<file path="src/rtl/acc_pkg.sv">
// Shared types for the accumulator bank: op encodings, FSM states and a
// channel-index width helper.
package acc_pkg;

  typedef enum logic [1:0] {
    ACC_ADD   = 2'b00,
    ACC_SUB   = 2'b01,
    ACC_LOAD  = 2'b10,
    ACC_CLEAR = 2'b11
  } acc_op_t;

  typedef enum logic {
    ST_IDLE  = 1'b0,
    ST_SWEEP = 1'b1
  } acc_state_t;

  // A single-channel bank still needs a 1-bit index port.
  function automatic int ch_width(input int n);
    return (n > 1) ? $clog2(n) : 1;
  endfunction

endpackage

</file>
<file path="src/rtl/acc_lane.sv">
// Combinational single-channel datapath for the accumulator bank.
// Define SATURATE_EN to clamp ADD/SUB results instead of wrapping.
module acc_lane
  import acc_pkg::*;
#(
  parameter int WIDTH = 8
) (
  input  acc_op_t          op,
  input  logic [WIDTH-1:0] acc,
  input  logic [WIDTH-1:0] data,
  input  logic             ovf,
  output logic [WIDTH-1:0] acc_nxt,
  output logic             ovf_nxt
);

  logic [WIDTH:0] sum;
  logic [WIDTH:0] diff;

  // The extra MSB is the carry for ADD and the borrow for SUB.
  assign sum  = {1'b0, acc} + {1'b0, data};
  assign diff = {1'b0, acc} - {1'b0, data};

  always_comb begin
    acc_nxt = acc;
    ovf_nxt = ovf;
    case (op)
      ACC_ADD: begin
`ifdef SATURATE_EN
        acc_nxt = sum[WIDTH] ? {WIDTH{1'b1}} : sum[WIDTH-1:0];
`else
        acc_nxt = sum[WIDTH-1:0];
`endif
        ovf_nxt = ovf | sum[WIDTH];
      end
      ACC_SUB: begin
`ifdef SATURATE_EN
        acc_nxt = diff[WIDTH] ? {WIDTH{1'b0}} : diff[WIDTH-1:0];
`else
        acc_nxt = diff[WIDTH-1:0];
`endif
        ovf_nxt = ovf | diff[WIDTH];
      end
      ACC_LOAD: begin
        acc_nxt = data;
        ovf_nxt = 1'b0;
      end
      ACC_CLEAR: begin
        acc_nxt = '0;
        ovf_nxt = 1'b0;
      end
      default: begin
        acc_nxt = acc;
        ovf_nxt = ovf;
      end
    endcase
  end

endmodule

</file>
<file path="src/rtl/acc_bank.sv">
// Multi-channel accumulator bank with sticky overflow and a clear-all sweep.
// SATURATE_EN (see acc_lane) selects clamping instead of wrapping arithmetic.
//
// state    | meaning
// ST_IDLE  | accepting ops, in_ready = 1
// ST_SWEEP | clearing channel idx each cycle, in_ready = 0, busy = 1
module acc_bank
  import acc_pkg::*;
#(
  parameter  int WIDTH    = 8,
  parameter  int CHANNELS = 4,
  localparam int CH_W     = ch_width(CHANNELS)
) (
  input  logic             clock,
  input  logic             reset,
  input  logic             in_valid,
  output logic             in_ready,
  input  logic [1:0]       in_op,
  input  logic [CH_W-1:0]  in_ch,
  input  logic [WIDTH-1:0] in_data,
  input  logic             clear_all,
  output logic             busy,
  output logic             out_valid,
  output logic [CH_W-1:0]  out_ch,
  output logic [WIDTH-1:0] out_data,
  output logic             out_ovf,
  input  logic [CH_W-1:0]  rd_ch,
  output logic [WIDTH-1:0] rd_data
);

  acc_state_t       state_q, state_d;
  logic [CH_W-1:0]  idx_q, idx_d;
  logic [WIDTH-1:0] acc_q [CHANNELS];
  logic [WIDTH-1:0] acc_d [CHANNELS];
  logic [CHANNELS-1:0] ovf_q, ovf_d;

  logic             out_valid_q, out_valid_d;
  logic [CH_W-1:0]  out_ch_q, out_ch_d;
  logic [WIDTH-1:0] out_data_q, out_data_d;
  logic             out_ovf_q, out_ovf_d;

  logic             ch_ok;
  logic             accept;
  logic [WIDTH-1:0] lane_acc_in, lane_acc_out;
  logic             lane_ovf_in, lane_ovf_out;

  // With a power-of-two channel count every index is valid.
  if ((1 << CH_W) == CHANNELS) begin : g_full_range
    assign ch_ok = 1'b1;
  end else begin : g_part_range
    assign ch_ok = (in_ch < CH_W'(CHANNELS));
  end

  assign in_ready = (state_q == ST_IDLE);
  assign busy     = (state_q == ST_SWEEP);
  assign accept   = in_valid & in_ready;

  always_comb begin
    lane_acc_in = '0;
    lane_ovf_in = 1'b0;
    rd_data     = '0;
    for (int i = 0; i < CHANNELS; i++) begin
      if (in_ch == CH_W'(i)) begin
        lane_acc_in = acc_q[i];
        lane_ovf_in = ovf_q[i];
      end
      if (rd_ch == CH_W'(i)) begin
        rd_data = acc_q[i];
      end
    end
  end

  acc_lane #(
    .WIDTH (WIDTH)
  ) u_lane (
    .op      (acc_op_t'(in_op)),
    .acc     (lane_acc_in),
    .data    (in_data),
    .ovf     (lane_ovf_in),
    .acc_nxt (lane_acc_out),
    .ovf_nxt (lane_ovf_out)
  );

  always_comb begin
    state_d     = state_q;
    idx_d       = idx_q;
    acc_d       = acc_q;
    ovf_d       = ovf_q;
    out_valid_d = 1'b0;
    out_ch_d    = out_ch_q;
    out_data_d  = out_data_q;
    out_ovf_d   = out_ovf_q;

    case (state_q)
      ST_IDLE: begin
        if (accept && ch_ok) begin
          for (int i = 0; i < CHANNELS; i++) begin
            if (in_ch == CH_W'(i)) begin
              acc_d[i] = lane_acc_out;
              ovf_d[i] = lane_ovf_out;
            end
          end
          out_valid_d = 1'b1;
          out_ch_d    = in_ch;
          out_data_d  = lane_acc_out;
          out_ovf_d   = lane_ovf_out;
        end
        // A same-cycle op has already been applied above; the sweep follows.
        if (clear_all) begin
          state_d = ST_SWEEP;
          idx_d   = '0;
        end
      end
      ST_SWEEP: begin
        for (int i = 0; i < CHANNELS; i++) begin
          if (idx_q == CH_W'(i)) begin
            acc_d[i] = '0;
            ovf_d[i] = 1'b0;
          end
        end
        if (idx_q == CH_W'(CHANNELS - 1)) begin
          state_d = ST_IDLE;
          idx_d   = '0;
        end else begin
          idx_d = idx_q + CH_W'(1);
        end
      end
      default: begin
        state_d = ST_IDLE;
        idx_d   = '0;
      end
    endcase
  end

  always_ff @(posedge clock) begin
    if (!reset) begin
      state_q     <= ST_IDLE;
      idx_q       <= '0;
      for (int i = 0; i < CHANNELS; i++) begin
        acc_q[i] <= '0;
      end
      ovf_q       <= '0;
      out_valid_q <= 1'b0;
      out_ch_q    <= '0;
      out_data_q  <= '0;
      out_ovf_q   <= 1'b0;
    end else begin
      state_q     <= state_d;
      idx_q       <= idx_d;
      for (int i = 0; i < CHANNELS; i++) begin
        acc_q[i] <= acc_d[i];
      end
      ovf_q       <= ovf_d;
      out_valid_q <= out_valid_d;
      out_ch_q    <= out_ch_d;
      out_data_q  <= out_data_d;
      out_ovf_q   <= out_ovf_d;
    end
  end

  assign out_valid = out_valid_q;
  assign out_ch    = out_ch_q;
  assign out_data  = out_data_q;
  assign out_ovf   = out_ovf_q;

endmodule

</file>
<file path="config.mk">
export PLATFORM = sky130hd
export DESIGN_NAME = acc_bank
export DESIGN_NICKNAME = d
export VERILOG_FILES = /design/src/rtl/acc_pkg.sv /design/src/rtl/acc_lane.sv /design/src/rtl/acc_bank.sv
export SDC_FILE = /design/constraint.sdc
export NUM_CORES = 1
export LEC_CHECK = 0
export ABC_AREA = 1
export CAP_MARGIN = 20
export CORE_MARGIN = 8
export CORE_UTILIZATION = 55
export DETAILED_ROUTE_END_ITERATION = 6
export PLACE_DENSITY = 0.91
export SLEW_MARGIN = 20
export SYNTH_ARGS = -nofsm -noshare
export SYNTH_HDL_FRONTEND = slang
export SYNTH_SLANG_ARGS = --single-unit
</file>
<file path="constraint.sdc">
create_clock -name clock -period 6.21 [get_ports clock]
set_clock_uncertainty 0.1 [all_clocks]
set_input_delay 1.242 -clock clock [delete_from_list [all_inputs] [get_ports clock]]
set_output_delay 1.242 -clock clock [all_outputs]
set_load 0.1 [all_outputs]
</file>
==> report_table.html <==
<table>
<tr><th>Metric</th><th>Value</th></tr>
<tr><th colspan="2">Floorplanning</th></tr>
<tr><td>Initial standard-cell utilization of the core</td><td>56.29%</td></tr>
<tr><td>Number of core rows</td><td>28</td></tr>
<tr><td>Width of the die</td><td>93.62 um</td></tr>
<tr><td>Die Area</td><td>8764 um2</td></tr>
<tr><td>Core Box Area</td><td>5886 um2</td></tr>
<tr><td>I/O pin cnt</td><td>40</td></tr>
<tr><td>DIE HEIGHT</td><td>93.62 um</td></tr>
<tr><th colspan="2">Finish</th></tr>
<tr><td>Leading cell type in the layout, fill and taps excluded</td><td>sky130_fd_sc_hd__nand2_1</td></tr>
<tr><td>Layout cells sized above 1</td><td>10.44%</td></tr>
<tr><td>Register area</td><td>1021 um2</td></tr>
<tr><td>Top library cells by usage in the layout, fill and taps aside</td><td>sky130_fd_sc_hd__nand2_1, sky130_fd_sc_hd__dfxtp_1, sky130_fd_sc_hd__a21oi_1</td></tr>
<tr><td>Total area of multi-input combinational cells</td><td>2037 um2</td></tr>
<tr><td>Fill cell total of the finished layout</td><td>530</td></tr>
<tr><td>Number of inserted diodes</td><td>0</td></tr>
<tr><td>Area growth syn-to-layout</td><td>15.79%</td></tr>
<tr><td>Final #Nets</td><td>560</td></tr>
<tr><td>Fraction of the core area covered by cells at the end of the flow</td><td>65.18%</td></tr>
<tr><th colspan="2">Power and ir drop</th></tr>
<tr><td>Max VDD drop</td><td>0.2070 mV</td></tr>
<tr><td>Leakage</td><td>1.628 nW</td></tr>
<tr><td>Total power divided by cell area</td><td>217.4 nW/um2</td></tr>
<tr><th colspan="2">Placement</th></tr>
<tr><td>Final HPWL DP</td><td>7.574 mm</td></tr>
<tr><td>Count of input and output buffers</td><td>39</td></tr>
<tr><td>Final RePlAce weighted congestion</td><td>0.9385</td></tr>
<tr><th colspan="2">Drt</th></tr>
<tr><td>Post-route DRC violation count</td><td>0</td></tr>
<tr><td>DR vias/cell</td><td>5.802</td></tr>
<tr><td>DRT iter0 DRCs</td><td>290</td></tr>
<tr><td>Number of optimization iterations in the first detailed-route pass</td><td>5</td></tr>
<tr><td>Metal-1 WL</td><td>3.979 mm</td></tr>
<tr><td>Number of vias after detailed routing</td><td>3435</td></tr>
<tr><td>Top layer used by detailed routing</td><td>met4</td></tr>
<tr><td>Post-detailed-routing wire length</td><td>9.983 mm</td></tr>
<tr><td>WL met3</td><td>869 um</td></tr>
<tr><td>Remaining antenna violation count after routing</td><td>0</td></tr>
<tr><td>Met2 WL post-DR</td><td>4.710 mm</td></tr>
<tr><td>Final routed wire length divided by cell count</td><td>16.86 um</td></tr>
<tr><th colspan="2">Worst setup path</th></tr>
<tr><td>Largest driver fanout on the critical path</td><td>8</td></tr>
<tr><td>Cell with the biggest individual delay on the critical path</td><td>sky130_fd_sc_hd__clkdlybuf4s50_1</td></tr>
<tr><td>Arrival time of the worst setup path</td><td>3670 ps</td></tr>
<tr><td>Kind of start point of the critical path</td><td>input port</td></tr>
<tr><td>Critical path cell sequence</td><td>clkdlybuf4s50_1 -&gt; inv_1 -&gt; nor2_1 -&gt; nand2_1 -&gt; nand4_1 -&gt; clkdlybuf4s50_1</td></tr>
<tr><td>Cell mode on critical path</td><td>sky130_fd_sc_hd__clkdlybuf4s50_1</td></tr>
<tr><td>Category of the most critical setup path</td><td>input port to primary output</td></tr>
<tr><td>Maximum cell stage delay along the critical path</td><td>1150 ps</td></tr>
<tr><td>Crit end category</td><td>primary output</td></tr>
<tr><td>Worst path required time</td><td>4870 ps</td></tr>
<tr><th colspan="2">STA</th></tr>
<tr><td>Ratio of final minimum period to clock period</td><td>80.68%</td></tr>
<tr><td>Unrepaired setup endpoints after global routing</td><td>false</td></tr>
<tr><td>Transition time of the tightest slew-check pin</td><td>988.5 ps</td></tr>
<tr><td>Highest achievable clock rate</td><td>0.1996 GHz</td></tr>
<tr><td>Max-slew violations</td><td>0</td></tr>
<tr><td>Time the worst path needs with I/O delays and setup</td><td>5010 ps</td></tr>
<tr><td>Minimum hold slack</td><td>369.8 ps</td></tr>
<tr><td>Setup total negative slack</td><td>0 ps</td></tr>
<tr><td>Final Setup Violations</td><td>0</td></tr>
<tr><td>Hold Vio Cnt, Final</td><td>0</td></tr>
<tr><td>Worst relative slew slack</td><td>33.89%</td></tr>
<tr><th colspan="2">Clock tree</th></tr>
<tr><td>Root buffer cell</td><td>sky130_fd_sc_hd__clkbuf_8</td></tr>
<tr><td>CTS clk-pin slew, worst paths</td><td>90 ps</td></tr>
<tr><td>TritonCTS buffer count</td><td>5</td></tr>
<tr><td>Number of H-tree levels</td><td>2</td></tr>
<tr><td>Number of resized instances in the post-cts repair step</td><td>0</td></tr>
<tr><td>CTS Buffer Depth</td><td>2</td></tr>
<tr><td>TritonCTS clock tree</td><td>yes</td></tr>
<tr><td>Sinks on the clock net</td><td>51</td></tr>
<tr><td>Hold bufs inserted after CTS</td><td>0</td></tr>
<tr><td>Worst-skew pair later-pin latency</td><td>310 ps</td></tr>
<tr><td>Post-CTS setup buffer count</td><td>0</td></tr>
<tr><th colspan="2">Yosys</th></tr>
<tr><td>Post-synthesis async set-or-reset flop share</td><td>0%</td></tr>
<tr><td>Post-synth cell types</td><td>44</td></tr>
<tr><td>Net count of the mapped netlist</td><td>524</td></tr>
<tr><td>Synth Warn #</td><td>0</td></tr>
<tr><td>Sequential-to-total area share from yosys stat</td><td>30.82%</td></tr>
<tr><td>Mapped Area</td><td>3313 um2</td></tr>
<tr><td>Synthesis-stage register bit count</td><td>51</td></tr>
<tr><td>Synthesized netlist cell count</td><td>481</td></tr>
<tr><td>Average size of a mapped cell</td><td>6.888 um2</td></tr>
<tr><td>Leading register cell type out of synthesis</td><td>sky130_fd_sc_hd__dfxtp_1</td></tr>
<tr><td>Number of enable-type register cells in the synthesized netlist</td><td>0</td></tr>
<tr><th colspan="2">Global route</th></tr>
<tr><td>Number of antenna violations at the first check in global routing</td><td>0</td></tr>
<tr><td>Total global routing overflow</td><td>0</td></tr>
<tr><td>Global-route wire length before repair</td><td>16.03 mm</td></tr>
<tr><td>Number of global-route vias before repair</td><td>3277</td></tr>
<tr><td>Overall track demand over capacity in global routing</td><td>23.00%</td></tr>
<tr><td>Largest net degree at the start of global routing</td><td>41</td></tr>
<tr><th colspan="2">Run status</th></tr>
<tr><td>Result of the run</td><td>completed</td></tr>
<tr><th colspan="2">Run</th></tr>
<tr><td>Max-cap check violation count</td><td>0</td></tr>
<tr><th colspan="2">Min path</th></tr>
<tr><td>Hold crit path type</td><td>flop to flop</td></tr>
</table>
sequential cells by signal (all words and copies together) (netlist names):
register   flops
acc_q         32
out_data       8
ovf_q          4
idx_q          2
out_ch         2
busy           1
out_ovf        1
out_valid      1
synth_stat cells (2+ instances only):
cell type / number / area [um2]
sky130_fd_sc_hd__clkbuf_1: 6 / 22.52
sky130_fd_sc_hd__a22oi_1: 2 / 15.01
sky130_fd_sc_hd__nand3_2: 2 / 20.02
sky130_fd_sc_hd__nor2_4: 4 / 45.04
sky130_fd_sc_hd__o22ai_1: 4 / 25.02
sky130_fd_sc_hd__o21ai_0: 17 / 85.08
sky130_fd_sc_hd__nand2_4: 2 / 22.52
sky130_fd_sc_hd__buf_2: 3 / 15.01
sky130_fd_sc_hd__nor2_2: 2 / 12.51
sky130_fd_sc_hd__dfxtp_1: 51 / 1021
sky130_fd_sc_hd__nand2_2: 6 / 37.54
sky130_fd_sc_hd__nor2_1: 18 / 67.56
sky130_fd_sc_hd__inv_1: 37 / 138.9
sky130_fd_sc_hd__o221ai_1: 2 / 17.52
sky130_fd_sc_hd__inv_2: 12 / 45.04
sky130_fd_sc_hd__o21ai_1: 12 / 60.06
sky130_fd_sc_hd__nand3_1: 39 / 195.2
sky130_fd_sc_hd__a21oi_4: 3 / 48.80
sky130_fd_sc_hd__nand4_1: 3 / 18.77
sky130_fd_sc_hd__o211ai_2: 3 / 37.54
sky130_fd_sc_hd__a221oi_1: 3 / 26.28
sky130_fd_sc_hd__fa_1: 2 / 40.04
sky130_fd_sc_hd__ha_1: 23 / 287.8
sky130_fd_sc_hd__a21oi_2: 2 / 17.52
sky130_fd_sc_hd__nand2_1: 156 / 585.6
sky130_fd_sc_hd__a21oi_1: 46 / 230.2
sky130_fd_sc_hd__a211oi_1: 2 / 15.01
sky130_fd_sc_hd__o2111ai_1: 3 / 26.28
metal layers:
layer / global-route usage, % / up-vias
met4: 10.96 / 0
met3: 5.609 / 42
met1: 26.12 / 1562
met5: 0 / -
met2: 39.54 / 172
li1: - / 1659
metrics by stage:
step                      cell area, um2  total power [mW]  cells  worst slack (ps)
after floorplan                     3313            0.5423    481              1158
after global placement              3734            0.6070    585              1249
after global routing                3836            0.8698    592              1028
after detailed placement            3734            0.6121    585              1227
final                               3836            0.8338    592              1200
after CTS                           3836            0.8308    592              1223
worst paths after layout:
| kind | startpoint | end | slack [ps] | cells past startpoint |
|---|---|---|---|---|
| worst min-delay path | acc_q[1] | acc_q[1] | 370 | 2 |
| worst max-delay path | rd_ch[1] | rd_data[7] | 1200 | 6 |
| worst min register to register | acc_q[1] | acc_q[1] | 370 | 2 |
| worst max register to register | acc_q[1] | acc_q[27] | 3430 | 11 |
cells by family (layout without fill, tap and decap cells):
| group | count (synthesis) | after routing | synth area share, % |
|---|---|---|---|
| xor gates and xnor gates | 1 | 1 | 0.2644 |
| DFF | 51 | 51 | 30.82 |
| buffers and inverters | 63 | 99 | 7.703 |
| AOI/OAI and AO/OA | 103 | 103 | 19.37 |
| and+or+nand+nor | 238 | 238 | 31.95 |
| adders and majority gates | 25 | 25 | 9.894 |
worst max-delay path, delay by kind of cell:
family        cells  cell delay [ps]
buf+inv           3             1780
simple gates      3              650
cell type report:
| class | instances | area share [%] |
|---|---|---|
| Timing Repair Buffer | 40 | 9.980 |
| Clock inverter | 1 | 0.7828 |
| Sequential cell | 51 | 26.61 |
| Clock buffer | 6 | 1.892 |
| Multi-Input combinational cell | 367 | 53.10 |
| Inverter | 52 | 5.186 |
| Tap cell | 75 | 2.446 |
power by group:
part | switching, mW | leakage, nW | internal, mW | total (mW)
combinational | 0.187 | 1.16 | 0.0716 | 0.259
sequential | 0.0106 | 0.414 | 0.339 | 0.350
clock | 0.107 | 0.0513 | 0.118 | 0.226
No activity file was read; power rests on OpenSTA's default activity.
